===== src/rtl/alu_mul_seq_if.sv =====
// Borrowed-ALU port of the multiply sequencer: the sequencer drives the
// operands/op and requests; the datapath mux grants and returns the result.
interface alu_mul_seq_if #(
  parameter int WIDTH = 32
);
  logic             alu_req;
  logic             alu_gnt;
  logic [WIDTH-1:0] alu_a;
  logic [WIDTH-1:0] alu_b;
  logic [2:0]       alu_ctrl;
  logic [WIDTH-1:0] alu_result;

  modport master (
    output alu_req, alu_a, alu_b, alu_ctrl,
    input  alu_gnt, alu_result
  );

  modport slave (
    input  alu_req, alu_a, alu_b, alu_ctrl,
    output alu_gnt, alu_result
  );
endinterface


===== src/rtl/alu_mul_seq.sv =====
// Shift-add 32x32 -> low-32 unsigned multiplier that owns no adder and
// borrows the shared ALU (ADD, SLL) one step at a time.
module alu_mul_seq #(
  parameter int       WIDTH      = 32,
  parameter bit [2:0] OP_ADD     = 3'b000,
  parameter bit [2:0] OP_SLL     = 3'b100,
  parameter bit       EARLY_EXIT = 1'b1
) (
  input  logic             clk,
  input  logic             rst_n,
  input  logic             start,
  input  logic [WIDTH-1:0] op_a,
  input  logic [WIDTH-1:0] op_b,
  output logic             busy,
  output logic             done,
  output logic [WIDTH-1:0] product,
  alu_mul_seq_if.master    alu
);

  localparam int CW = $clog2(WIDTH) + 1;
  localparam logic [CW-1:0] LAST_COUNT = CW'(WIDTH);

  typedef enum logic [1:0] {
    S_IDLE  = 2'd0,
    S_ADD   = 2'd1,
    S_SHIFT = 2'd2,
    S_DONE  = 2'd3
  } state_t;

  state_t           state_q, state_d;
  logic [WIDTH-1:0] acc_q, acc_d;
  logic [WIDTH-1:0] mcand_q, mcand_d;
  logic [WIDTH-1:0] mplier_q, mplier_d;
  logic [CW-1:0]    count_q, count_d;
  logic [WIDTH-1:0] product_q, product_d;

  always_ff @(posedge clk or negedge rst_n) begin
    if (!rst_n) begin
      state_q   <= S_IDLE;
      acc_q     <= '0;
      mcand_q   <= '0;
      mplier_q  <= '0;
      count_q   <= '0;
      product_q <= '0;
    end else begin
      state_q   <= state_d;
      acc_q     <= acc_d;
      mcand_q   <= mcand_d;
      mplier_q  <= mplier_d;
      count_q   <= count_d;
      product_q <= product_d;
    end
  end

  always_comb begin
    state_d   = state_q;
    acc_d     = acc_q;
    mcand_d   = mcand_q;
    mplier_d  = mplier_q;
    count_d   = count_q;
    product_d = product_q;

    case (state_q)
      S_IDLE: begin
        if (start) begin
          mcand_d  = op_a;
          mplier_d = op_b;
          acc_d    = '0;
          count_d  = '0;
          state_d  = (EARLY_EXIT && (op_b == '0)) ? S_DONE : S_ADD;
        end
      end
      S_ADD: begin
        if (alu.alu_gnt) begin
          if (mplier_q[0]) begin
            acc_d = alu.alu_result;
          end
          state_d = S_SHIFT;
        end
      end
      S_SHIFT: begin
        if (alu.alu_gnt) begin
          mcand_d  = alu.alu_result;
          mplier_d = mplier_q >> 1;
          count_d  = count_q + 1'b1;
          // Stop after WIDTH steps, or early once no multiplier bits remain.
          if ((count_d == LAST_COUNT) || (EARLY_EXIT && (mplier_d == '0))) begin
            state_d = S_DONE;
          end else begin
            state_d = S_ADD;
          end
        end
      end
      S_DONE: begin
        product_d = acc_q;
        state_d   = S_IDLE;
      end
      default: state_d = S_IDLE;
    endcase
  end

  always_comb begin
    alu.alu_req  = 1'b0;
    alu.alu_a    = '0;
    alu.alu_b    = '0;
    alu.alu_ctrl = OP_ADD;
    case (state_q)
      S_ADD: begin
        alu.alu_req  = 1'b1;
        alu.alu_a    = acc_q;
        alu.alu_b    = mcand_q;
        alu.alu_ctrl = OP_ADD;
      end
      S_SHIFT: begin
        alu.alu_req  = 1'b1;
        alu.alu_a    = mcand_q;
        alu.alu_b    = WIDTH'(1);
        alu.alu_ctrl = OP_SLL;
      end
      default: ;
    endcase
  end

  assign busy    = (state_q != S_IDLE);
  assign done    = (state_q == S_DONE);
  assign product = product_q;

endmodule

===== src/flat_wrapper.sv =====
// flat-port wrapper written by rule: the top's interface ports become plain ports
module alu_mul_seq_flat 
#(
  parameter int       WIDTH      = 32,
  parameter bit [2:0] OP_ADD     = 3'b000,
  parameter bit [2:0] OP_SLL     = 3'b100,
  parameter bit       EARLY_EXIT = 1'b1
)
  (clk, rst_n, start, op_a, op_b, busy, done, product, alu_alu_req, alu_alu_a, alu_alu_b, alu_alu_ctrl, alu_alu_gnt, alu_alu_result);
  alu_mul_seq_if #(.WIDTH(WIDTH)) alu_i ();
  input  logic clk;
  input  logic rst_n;
  input  logic start;
  input  logic [WIDTH-1:0] op_a;
  input  logic [WIDTH-1:0] op_b;
  output logic busy;
  output logic done;
  output logic [WIDTH-1:0] product;
  output wire logic [$bits(alu_i.alu_req)-1:0] alu_alu_req;
  output wire logic [$bits(alu_i.alu_a)-1:0] alu_alu_a;
  output wire logic [$bits(alu_i.alu_b)-1:0] alu_alu_b;
  output wire logic [$bits(alu_i.alu_ctrl)-1:0] alu_alu_ctrl;
  input wire logic [$bits(alu_i.alu_gnt)-1:0] alu_alu_gnt;
  input wire logic [$bits(alu_i.alu_result)-1:0] alu_alu_result;
  assign alu_alu_req = alu_i.alu_req;
  assign alu_alu_a = alu_i.alu_a;
  assign alu_alu_b = alu_i.alu_b;
  assign alu_alu_ctrl = alu_i.alu_ctrl;
  assign alu_i.alu_gnt = alu_alu_gnt;
  assign alu_i.alu_result = alu_alu_result;
  alu_mul_seq #(.WIDTH(WIDTH), .OP_ADD(OP_ADD), .OP_SLL(OP_SLL), .EARLY_EXIT(EARLY_EXIT)) u_core (.clk(clk), .rst_n(rst_n), .start(start), .op_a(op_a), .op_b(op_b), .busy(busy), .done(done), .product(product), .alu(alu_i));
endmodule

===== config.mk =====
export PLATFORM = sky130hd
export DESIGN_NAME = alu_mul_seq_flat
export DESIGN_NICKNAME = d
export VERILOG_FILES = /design/src/rtl/alu_mul_seq_if.sv /design/src/rtl/alu_mul_seq.sv /design/src/flat_wrapper.sv
export SDC_FILE = /design/constraint.sdc
export NUM_CORES = 1
export LEC_CHECK = 0
export BUFFER_PORTS_ARGS = -buffer_cell sky130_fd_sc_hd__buf_4
export CORE_MARGIN = 5
export CORE_UTILIZATION = 47
export CTS_CLUSTER_DIAMETER = 200
export DETAILED_ROUTE_END_ITERATION = 12
export PLACE_DENSITY = 0.77
export SLEW_MARGIN = 20
export SYNTH_ARGS = -nofsm -noshare
export SYNTH_HDL_FRONTEND = slang
export SYNTH_SLANG_ARGS = --single-unit

===== constraint.sdc =====
create_clock -name clk -period 1.7 [get_ports clk]
set_input_delay 0.17 -clock clk [delete_from_list [all_inputs] [get_ports clk]]
set_output_delay 0.17 -clock clk [all_outputs]
set_load 0.01 [all_outputs]

==> run summary <==
# IOs = 202
Gpl congestion = 0.9098
Worst slew pin tran = 0.7528 ns
H-tree depth = 4
Synthesized netlist cell count = 652
P&R area growth vs syn = 64.91%
CP Cell Sequence = buf_6 -> ha_4 -> and2_4 -> buf_16 -> a22o_1 -> buf_6
Post-DRT Antenna Nets = 0
Pins over their slew limit = 0
Clk_lat worst skew = 0.43 ns
Vias per cell = 6.150
Synth area leaders = dfrtp_1 (51%), mux2i_1 (9.5%), nand2_1 (7.9%)
Worst setup EP type = output port
CTS tree = yes
R2R setup slack = -0.27 ns
Combinational power share = 0.602
Setup violations, final = 170
Crit path arrival time = 1.91 ns
Clock Tree Buf Depth = 2
DRT iter0 DRCs = 795
Hold/Removal Path Class = input port to register
CP Class = register to output port
Congestion Overflow GR = 0
DIE AREA = 16,540 um^2
Post-detail-place hpwl = 13,770 um
Core area = 13,830 um^2
Fill cell count = 751
Worst Clk Skew = 0.01059 ns
Max-cap viol count = 0
Die X = 128.6 um
Global-route wire length before repair = 33,010 um
Switching Share = 0.3996
Final Total Pwr = 23.62 mW
CP Data Required Time = 1.53 ns
Lkg Pwr = 5.109 nW
Area of the multi-input gates = 3392 um^2
Netlist Area Pre-Place = 6610 um^2
Total Nets Final = 1,024
First-pass DRT Iterations = 5
Period minus WS final = 2.080 ns
Layout cells sized above 1 = 0.4742
Final design utilization = 0.7883
DP Worst Slack = 0.009874 ns
Worst R2R End = u_core.mcand_q[1]$_DFFE_PN0P_
Sw Pwr = 9.440 mW
Root Driver = clkbuf_16
Most used cell, CP = buf_6
Hold EP = u_core.acc_q[7]$_DFFE_PN0P_
DR vias = 6,826
Final Cycle Share = 1.224
GRT Overall Usage = 0.2558
Mean Syn Cell Area = 10.14 um^2
Initial antenna violation count = 0
Cell variety after synth = 37
Core Rows = 43
Flop pwr share = 0.255
Reg2reg start = u_core.state_q[0]$_DFFE_PN0P_
Power per Cell Area = 2167 nW/um^2
Unrepaired setup endpoints after global routing = true
Initial Utilization = 0.4781
Reg area = 3407 um^2
Outcome = finished with violations
Total length of routed wires = 26,490 um
Sequential fraction of the synthesis area = 0.5149
CP max FO = 16
Clock transition at path regs = 0.06 ns
Setup TNS = -38.08 ns
P_int = 14.18 mW
Number of global-route vias before repair = 6,223
Clk pwr share = 0.143
Type of origin of the critical path = register
Clock sink total = 136
Hold depth = 3
Setup WS post-layout = -0.3801 ns
Slowest cell on crit path = dfrtp_1
Top Family by Delay on Critical Path = buffers and inverters
Hold Crit Start = alu_alu_result[7]
Diode count = 0
Synth Register Bits = 136
Failing checks = negative setup slack
IO Port Bufs = 199
Top cell type's share of synthesized area = 0.5149
Crit-path max cell delay = 0.42 ns
Wire per inst = 23.87 um
DRC Markers = 0
Chip height = 128.6 um
Max_slew headroom = 0.4981
Fmax = 0.4808 GHz
Largest net degree at the start of global routing = 136
Buf/Inv on CP = 3
CTS Buf Count = 17
Largest vdd supply drop = 1039 uV
Worst R2R Path Depth = 11
Yosys warns = 0
Final hold vios = 0
Yosys top cell by area = dfrtp_1
==> Yosys cell counts (all sizes together) <==
cell / instances
o211a: 1
nor4b: 1
nand3: 4
mux2i: 63
nor3: 3
nand3b: 1
conb: 1
a21oi: 3
a22o: 33
o21ai: 103
nor4: 14
mux2: 32
inv: 3
o31ai: 2
nand2: 139
nand2b: 3
dfrtp: 136
buf: 29
o221a: 1
and3: 32
a211o: 1
o21a: 1
a22oi: 1
xor2: 1
clkbuf: 23
nor2: 6
and2: 2
a21o: 1
nand4: 5
o211ai: 1
ha: 6
==> kinds of logic after synthesis <==
logic type	after synthesis	share of synthesized area
xor+xnor	1	0.001325
buf+inv	55	0.04126
flops	136	0.5149
fa+ha+maj	6	0.01136
mux	95	0.1499
simple gates	210	0.1439
compound gates	148	0.1369
other cells	1	0.0005673
==> per-layer routing <==
metal	track usage	part of all wire	wire [um]
met1	0.3128	0.38	9969
met2	0.4321	0.49	13090
met3	0.07140	0.093	2476
met4	0.09821	0.036	956
met5	0	0	0
==> layout make-up <==
class,instances,share of cell area
multi-input combinational,463,0.3112
timing repair buffer,297,0.3056
clock buffer,22,0.04442
tap,180,0.02066
inverter,3,0.001033
sequential,136,0.3126
clock inverter,9,0.004591
==> power groups by stage <==
stage,Clock [mW],Combinational (mW),Sequential [mW]
2_1_floorplan,0,4.98,5.52
3_3_place_gp,0,8.09,5.74
3_5_place_dp,0,8.36,5.81
4_1_cts,3.34,9.76,5.78
5_1_grt,3.54,14.9,6.10
6_report,3.38,14.2,6.02
==> sequential cells by signal, summed over array words and instances (netlist names) <==
| register | count |
|---|---|
| u_core.acc_q | 32 |
| u_core.count_q | 6 |
| u_core.mcand_q | 32 |
| u_core.mplier_q | 32 |
| u_core.product | 32 |
| u_core.state_q | 2 |
==> cells in the final DEF, fill, tap and decap left out, types with 3 or more instances in the layout <==
master and instances:
nor4_1 13, and3_4 26, buf_4 158, o21ai_2 21
buf_6 76, buf_8 7, clkinv_2 7, buf_12 17
dfrtp_1 133, dfrtp_2 3, buf_16 7, clkbuf_16 36
dlygate4sd3_1 11, nand4_1 5, and3_1 6, clkbuf_8 4
mux2i_1 62, nor3_1 3, a22o_1 33, mux2_2 30
nor2_1 4, inv_2 3, ha_4 3, nand2_4 6
nand2_1 122, nand2_2 12, o21ai_4 4, o21ai_1 77
==> metrics by stage <==
step | instance area [um^2] | hold slack, ns | instances
2_1_floorplan | 6621 | -0.1256 | 653
3_3_place_gp | 8501 | -0.03565 | 1010
3_5_place_dp | 8501 | -0.03606 | 1010
4_1_cts | 9692 | 0.0001393 | 1066
5_1_grt | 10900 | 0.002733 | 1110
6_report | 10900 | 0.007453 | 1110
==> worst max-delay path by stage <==
stage	from	endpoint	slack [ns]	cells after the start
global route	u_core.state_q[1]$_DFFE_PN0P_	alu_alu_a[14]	-0.41	7
CTS	u_core.state_q[0]$_DFFE_PN0P_	alu_alu_a[29]	-0.35	6
detailed placement	u_core.state_q[0]$_DFFE_PN0P_	alu_alu_a[24]	0.01	6
finish	u_core.state_q[0]$_DFFE_PN0P_	alu_alu_a[0]	-0.38	6
global placement	u_core.state_q[0]$_DFFE_PN0P_	alu_alu_a[31]	0.07	6
floorplan	u_core.state_q[0]$_DFFE_PN0P_	alu_alu_a[0]	-0.03	6
==> worst reg2reg max path, stage by stage (launching register included) <==
cell	delay (ns)
dfrtp_1	0.40
inv_2	0.08
buf_4	0.14
ha_4	0.15
buf_6	0.12
buf_6	0.13
o211ai_4	0.22
buf_12	0.18
buf_12	0.16
clkbuf_16	0.17
nand2_1	0.06
o21ai_1	0.08
==> timing repair <==
action | CTS | global route
hold buffers | 11 | 0
endpoints found under the setup margin | 66 | 164
resized for setup | 78 | 133
cloned | 6 | 28
pin swaps | 1 | 31
endpoints found under the hold margin | 146 | 0
setup buffers | 9 | 17
(Power assumes the default switching activity.)
